<file path="src/rtl/stream_downsize.sv">
// Wide-to-narrow stream width converter: replays the kept lanes of one wide
// beat as consecutive narrow beats, lowest lane first.
module stream_downsize #(
    parameter int T_DATA_WIDTH = 4,
    parameter int T_DATA_RATIO = 2
) (
    input  logic                                      clk,
    input  logic                                      reset,
    input  logic [T_DATA_RATIO-1:0][T_DATA_WIDTH-1:0] s_data_i,
    input  logic [T_DATA_RATIO-1:0]                   s_keep_i,
    input  logic                                      s_last_i,
    input  logic                                      s_valid_i,
    output logic                                      s_ready_o,
    output logic [T_DATA_WIDTH-1:0]                   m_data_o,
    output logic                                      m_last_o,
    output logic                                      m_valid_o,
    input  logic                                      m_ready_i
);

    typedef enum logic {IDLE, SEND} state_t;

    localparam logic [T_DATA_RATIO-1:0] ONE = T_DATA_RATIO'(1);

    state_t                                  r_state, w_state_nxt;
    logic [T_DATA_RATIO-1:0][T_DATA_WIDTH-1:0] r_buf, w_buf_nxt;
    logic [T_DATA_RATIO-1:0]                 r_rem, w_rem_nxt;
    logic                                    r_last, w_last_nxt;

    logic [T_DATA_RATIO-1:0] w_lane_oh;
    logic [T_DATA_WIDTH-1:0] w_lane_data;
    logic                    w_one_left;
    logic                    w_send;
    logic                    w_s_fire;
    logic                    w_m_fire;

    // Two's-complement trick isolates the lowest remaining lane.
    assign w_lane_oh  = r_rem & (~r_rem + ONE);
    assign w_one_left = ((r_rem & (r_rem - ONE)) == '0);

    always_comb begin
        w_lane_data = '0;
        for (int i = 0; i < T_DATA_RATIO; i++) begin
            if (w_lane_oh[i]) w_lane_data = w_lane_data | r_buf[i];
        end
    end

    // Outputs are gated by reset so they read idle for the whole reset window.
    assign w_send    = reset && (r_state == SEND);
    assign m_valid_o = w_send;
    assign m_data_o  = w_send ? w_lane_data : '0;
    assign m_last_o  = w_send && r_last && w_one_left;
    assign s_ready_o = reset && ((r_state == IDLE) || (w_one_left && m_ready_i));

    assign w_s_fire  = s_valid_i && s_ready_o;
    assign w_m_fire  = w_send && m_ready_i;

    // NOTE: every signal written here gets its default first, so no path leaves one unassigned and no latch is inferred.
    always_comb begin
        w_state_nxt = r_state;
        w_buf_nxt   = r_buf;
        w_rem_nxt   = r_rem;
        w_last_nxt  = r_last;
        if (w_m_fire) begin
            w_rem_nxt = r_rem & ~w_lane_oh;
            if (w_one_left) w_state_nxt = IDLE;
        end
        if (w_s_fire) begin
            if (s_keep_i != '0) begin
                w_buf_nxt   = s_data_i;
                w_rem_nxt   = s_keep_i;
                w_last_nxt  = s_last_i;
                w_state_nxt = SEND;
            end else begin
                w_state_nxt = IDLE;
            end
        end
    end

    // NOTE: non-blocking assignments keep every register sampling pre-edge values; the lane buffer is cleared on reset too so no stale data survives it.
    always_ff @(posedge clk) begin
        if (!reset) begin
            r_state <= IDLE;
            r_buf   <= '0;
            r_rem   <= '0;
            r_last  <= 1'b0;
        end else begin
            r_state <= w_state_nxt;
            r_buf   <= w_buf_nxt;
            r_rem   <= w_rem_nxt;
            r_last  <= w_last_nxt;
        end
    end

endmodule

</file>
<file path="config.mk">
export PLATFORM = sky130hd
export DESIGN_NAME = stream_downsize
export DESIGN_NICKNAME = d
export VERILOG_FILES = /design/src/rtl/stream_downsize.sv
export SDC_FILE = /design/constraint.sdc
export NUM_CORES = 1
export LEC_CHECK = 0
export ABC_CLOCK_PERIOD_IN_PS = 1650
export CORE_MARGIN = 1
export CORE_UTILIZATION = 41
export DETAILED_ROUTE_END_ITERATION = 16
export PLACE_DENSITY = 0.84
export SYNTH_ARGS = -nofsm -noshare
export SYNTH_HDL_FRONTEND = slang
export SYNTH_SLANG_ARGS = --single-unit
export TNS_END_PERCENT = 100
</file>
<file path="constraint.sdc">
create_clock -name clk -period 1.65 [get_ports clk]
set_clock_uncertainty 0.15 [all_clocks]
set_input_delay 0.2475 -clock clk [delete_from_list [all_inputs] [get_ports clk]]
set_output_delay 0.2475 -clock clk [all_outputs]
set_load 0.01 [all_outputs]
</file>
==> Flow_metrics.wiki <==
{| class="wikitable"
! Metric !! Value
|-
| Die height || 40.1 µm
|-
| Total power density per cell area || 769 nW/µm²
|-
| Tcrit/Tclk final || 95.7%
|-
| Critical path arrival || 1630 ps
|-
| Final setup viols || 0
|-
| Number of vias per cell after detailed routing || around 4.9
|-
| Area of the die || 1610 µm²
|-
| Synthesized netlist cell count || 75
|-
| PortBufs || 21
|-
| # nets final || 124
|-
| Startpoint class of the critical path || register
|-
| Clock-pin transition on the worst setup and hold timing paths || 80 ps
|-
| CP Capture Type || register
|-
| CTS Buf Count || 3
|-
| Clock insertion delay at the later pin of the skew report || 280 ps
|-
| Num ports || 22
|-
| Maximum buffer depth of the clock tree || 2
|-
| Area of the placeable core || 1330 µm²
|-
| Via count of the first global-routing pass || 523
|-
| VDD IR max || 0.000644 V
|-
| Number of standard-cell rows in the floorplan || 13
|-
| Endpoint of the worst setup timing path || r_buf[3]
|-
| Count of distinct cell types in the synthesized netlist || 17
|-
| Total chip power || between 600 and 700 µW
|-
| HPWL reported at the end of detailed placement || between 1000 and 1500 µm
|-
| Fmax achieved || roughly 630 MHz
|-
| Buffer count from post-CTS setup fixing || 0
|-
| Longest individual stage delay on the worst path || 330 ps
|-
| Number of search-and-repair iterations in the first detailed-routing pass || 3
|-
| DRC violations left || 0
|-
| Max stage delay cell, worst path || dfxtp_2
|-
| Leak Pwr || 0.000475 µW
|-
| H-tree depth || 1
|-
| N_diodes || 0
|-
| CP required || 1700 ps
|-
| Width of the chip || 40.1 µm
|-
| Final period demand of the worst path || 1580 ps
|-
| Tightest Pin Transition || 238 ps
|-
| Initial standard-cell utilization of the core || 44.7%
|-
| Post-route design area || 900 µm²
|-
| Tightest hold margin || 299 ps
|-
| First-pass GRT wire length || 2170 µm
|-
| Average cell area after synthesis || 7.94 µm²
|-
| GR Util All Layers || between 20% and 30%
|-
| Count of hold-fix buffers inserted at cts || 0
|-
| Cell Area, Synth || 596 µm²
|-
| Sum Neg Setup Slack || 0 ps
|-
| Category of the most critical setup path || reg -> reg
|-
| First-iteration detailed-routing DRC count || 4
|-
| Sequential element share of the synthesized area || 40.3%
|-
| Largest fanout on the critical path || 4
|-
| TritonCTS clock tree || done
|-
| Vias || 605
|-
| Wire length per cell || 11.4 µm
|-
| RSZ-0062 raised after global routing || false
|-
| Count of final hold-check violations || 0
|-
| Status || completed
|-
| Number of register bits inferred by synthesis || 12
|-
| Synth-to-layout area growth || 51.1%
|-
| Max-slew violation count || 0
|-
| RD Place Congestion || 0.646
|-
| Number of violations of the max-capacitance limit || 0
|-
| GR Util met2 || 35.5%
|-
| Worst min-delay path class || in -> reg
|-
| Syn. warnings || 0
|-
| Routing usage on met1 || 23.2%
|-
| Most Used Layer, Global Route || met2
|-
| R2R depth || 5
|-
| Antenna Violating Nets Remaining || 0
|-
| Clock tree sinks || 12
|-
| Placed inst area || between 800 and 900 µm²
|-
| Share of final-layout standard cells stronger than drive strength 1 || 23.1%
|-
| Grt met3 use || 10.0%
|-
| Setup slack, reg-to-reg || 70 ps
|-
| Headroom to the max-slew limit || a little over four fifths
|-
| CTS root buf || clkbuf_4
|-
| CP Cell Sequence || a21bo_2 > buf_4 > a211o_1 > buf_4 > mux2i_1
|-
| Pin count of the biggest net entering global routing || 12
|-
| Final routed wirelength across all metal layers || ~1400 µm
|-
| Crit Reg-Reg Startpoint || r_rem[1]
|-
| Post-synthesis net count || 90
|-
| GRT Residual Overflow || 0
|-
| Critical R2R Capture || r_buf[3]
|-
| Worst Setup SP || r_rem[1]
|-
| Number of antenna violations at the first check in global routing || 0
|-
| Most frequent cell on the critical path || buf_4
|}
how the worst min path moves through the flow:
stage                          end  slack, ps  cells past startpoint   startpoint
after floorplan           r_buf[0]        230                      2  s_data_i[0]
after global placement    r_buf[4]        300                      2     r_buf[4]
after global routing      r_rem[0]        330                      4    m_ready_i
after CTS                 r_rem[0]        290                      4    m_ready_i
final                     r_rem[0]        300                      4    m_ready_i
after detailed placement    r_last        310                      2       r_last
power breakdown:
group | total (µW) | leakage [µW] | switching (µW) | internal (µW)
Sequential | 325 | 0.0000996 | 12.7 | 312
Clock | 237 | 0.0000210 | 102 | 134
Combinational | 130 | 0.000354 | 53.9 | 76.3
Total | 692 | 0.000475 | 169 | 523
cell usage in the layout (no fill, tap or decap):
master / n
nand2_1: 18
inv_1: 12
clkdlybuf4s50_1: 12
buf_4: 10
dfxtp_1: 10
mux2i_1: 9
a21oi_1: 6
buf_2: 5
nand3b_1: 4
clkbuf_4: 3
dlygate4sd2_1: 3
o22ai_1: 2
dfxtp_2: 2
nand2_2: 1
a21bo_2: 1
a21o_1: 1
and3_1: 1
o21ai_0: 1
a211o_1: 1
nand3_1: 1
o211ai_1: 1
a211oi_1: 1
clkbuf_8: 1
clkbuf_2: 1
buf_6: 1
cell type report:
class                           count  area [µm²]
Fill cell                         118         434
Timing Repair Buffer               32         263
Sequential cell                    12         243
Tap cell                           15        18.8
Multi-Input combinational cell     48         294
Inverter                           12        45.0
Clock buffer                        4        36.3
critical path, delay by kind of cell, from the launching register on:
family | cells | cell delay, ps
compound gates | 2 | 530
mux | 1 | 180
buf+inv | 2 | 310
flops | 1 | 330
metal layers:
metal / vias up / share of wire [%] / wire (µm)
li1: 314 / - / -
met3: 4 / 6.3 / 88
met4: 0 / 1.6 / 23
met2: 19 / 47 / 664
met5: - / 0 / 0
met1: 268 / 45 / 623
flip-flops by register name (all words and copies together), names as in the netlist:
name,cells
r_rem,2
r_buf,8
r_state,1
r_last,1
what timing repair did:
action | in CTS | in global routing
setup endpoints to repair | 16 | 5
gates resized for setup | 28 | 2
pin swaps | 1 | 2
endpoints found under the hold margin | 0 | 0
cloned | 0 | 0
Yosys cell counts:
| library cell | number | area [µm²] |
|---|---|---|
| a211o_1 | 1 | 8.76 |
| a211oi_1 | 1 | 7.51 |
| a21bo_2 | 1 | 10.0 |
| a21o_1 | 1 | 7.51 |
| a21oi_1 | 6 | 30.0 |
| and3_1 | 1 | 6.26 |
| buf_6 | 1 | 11.3 |
| clkbuf_1 | 2 | 7.51 |
| dfxtp_1 | 12 | 240 |
| inv_1 | 12 | 45.0 |
| mux2i_1 | 9 | 90.1 |
| nand2_1 | 19 | 71.3 |
| nand3_1 | 1 | 5.00 |
| nand3b_1 | 4 | 30.0 |
| o211ai_1 | 1 | 7.51 |
| o21ai_0 | 1 | 5.00 |
| o22ai_1 | 2 | 12.5 |
per-stage QoR:
step / utilization [%] / setup slack, ps / std cells
final: 67.4 / 70.2 / 123
after detailed placement: 66.6 / -485 / 119
after global routing: 67.4 / 1.12 / 123
after global placement: 66.6 / -442 / 119
after floorplan: - / 255 / 75
after CTS: 67.5 / 32.0 / 123
logic make-up (layout without fill, tap and decap cells):
logic type / count (synthesis) / after routing / share of synthesized area (%)
AO/OA/AOI/OAI: 14 / 14 / 14.9
multiplexers: 9 / 9 / 15.1
AND/OR/NAND/NOR: 25 / 25 / 18.9
buffers and inverters: 15 / 48 / 10.7
flip-flops: 12 / 12 / 40.3
Note: power is estimated with default switching activity, not from simulation.
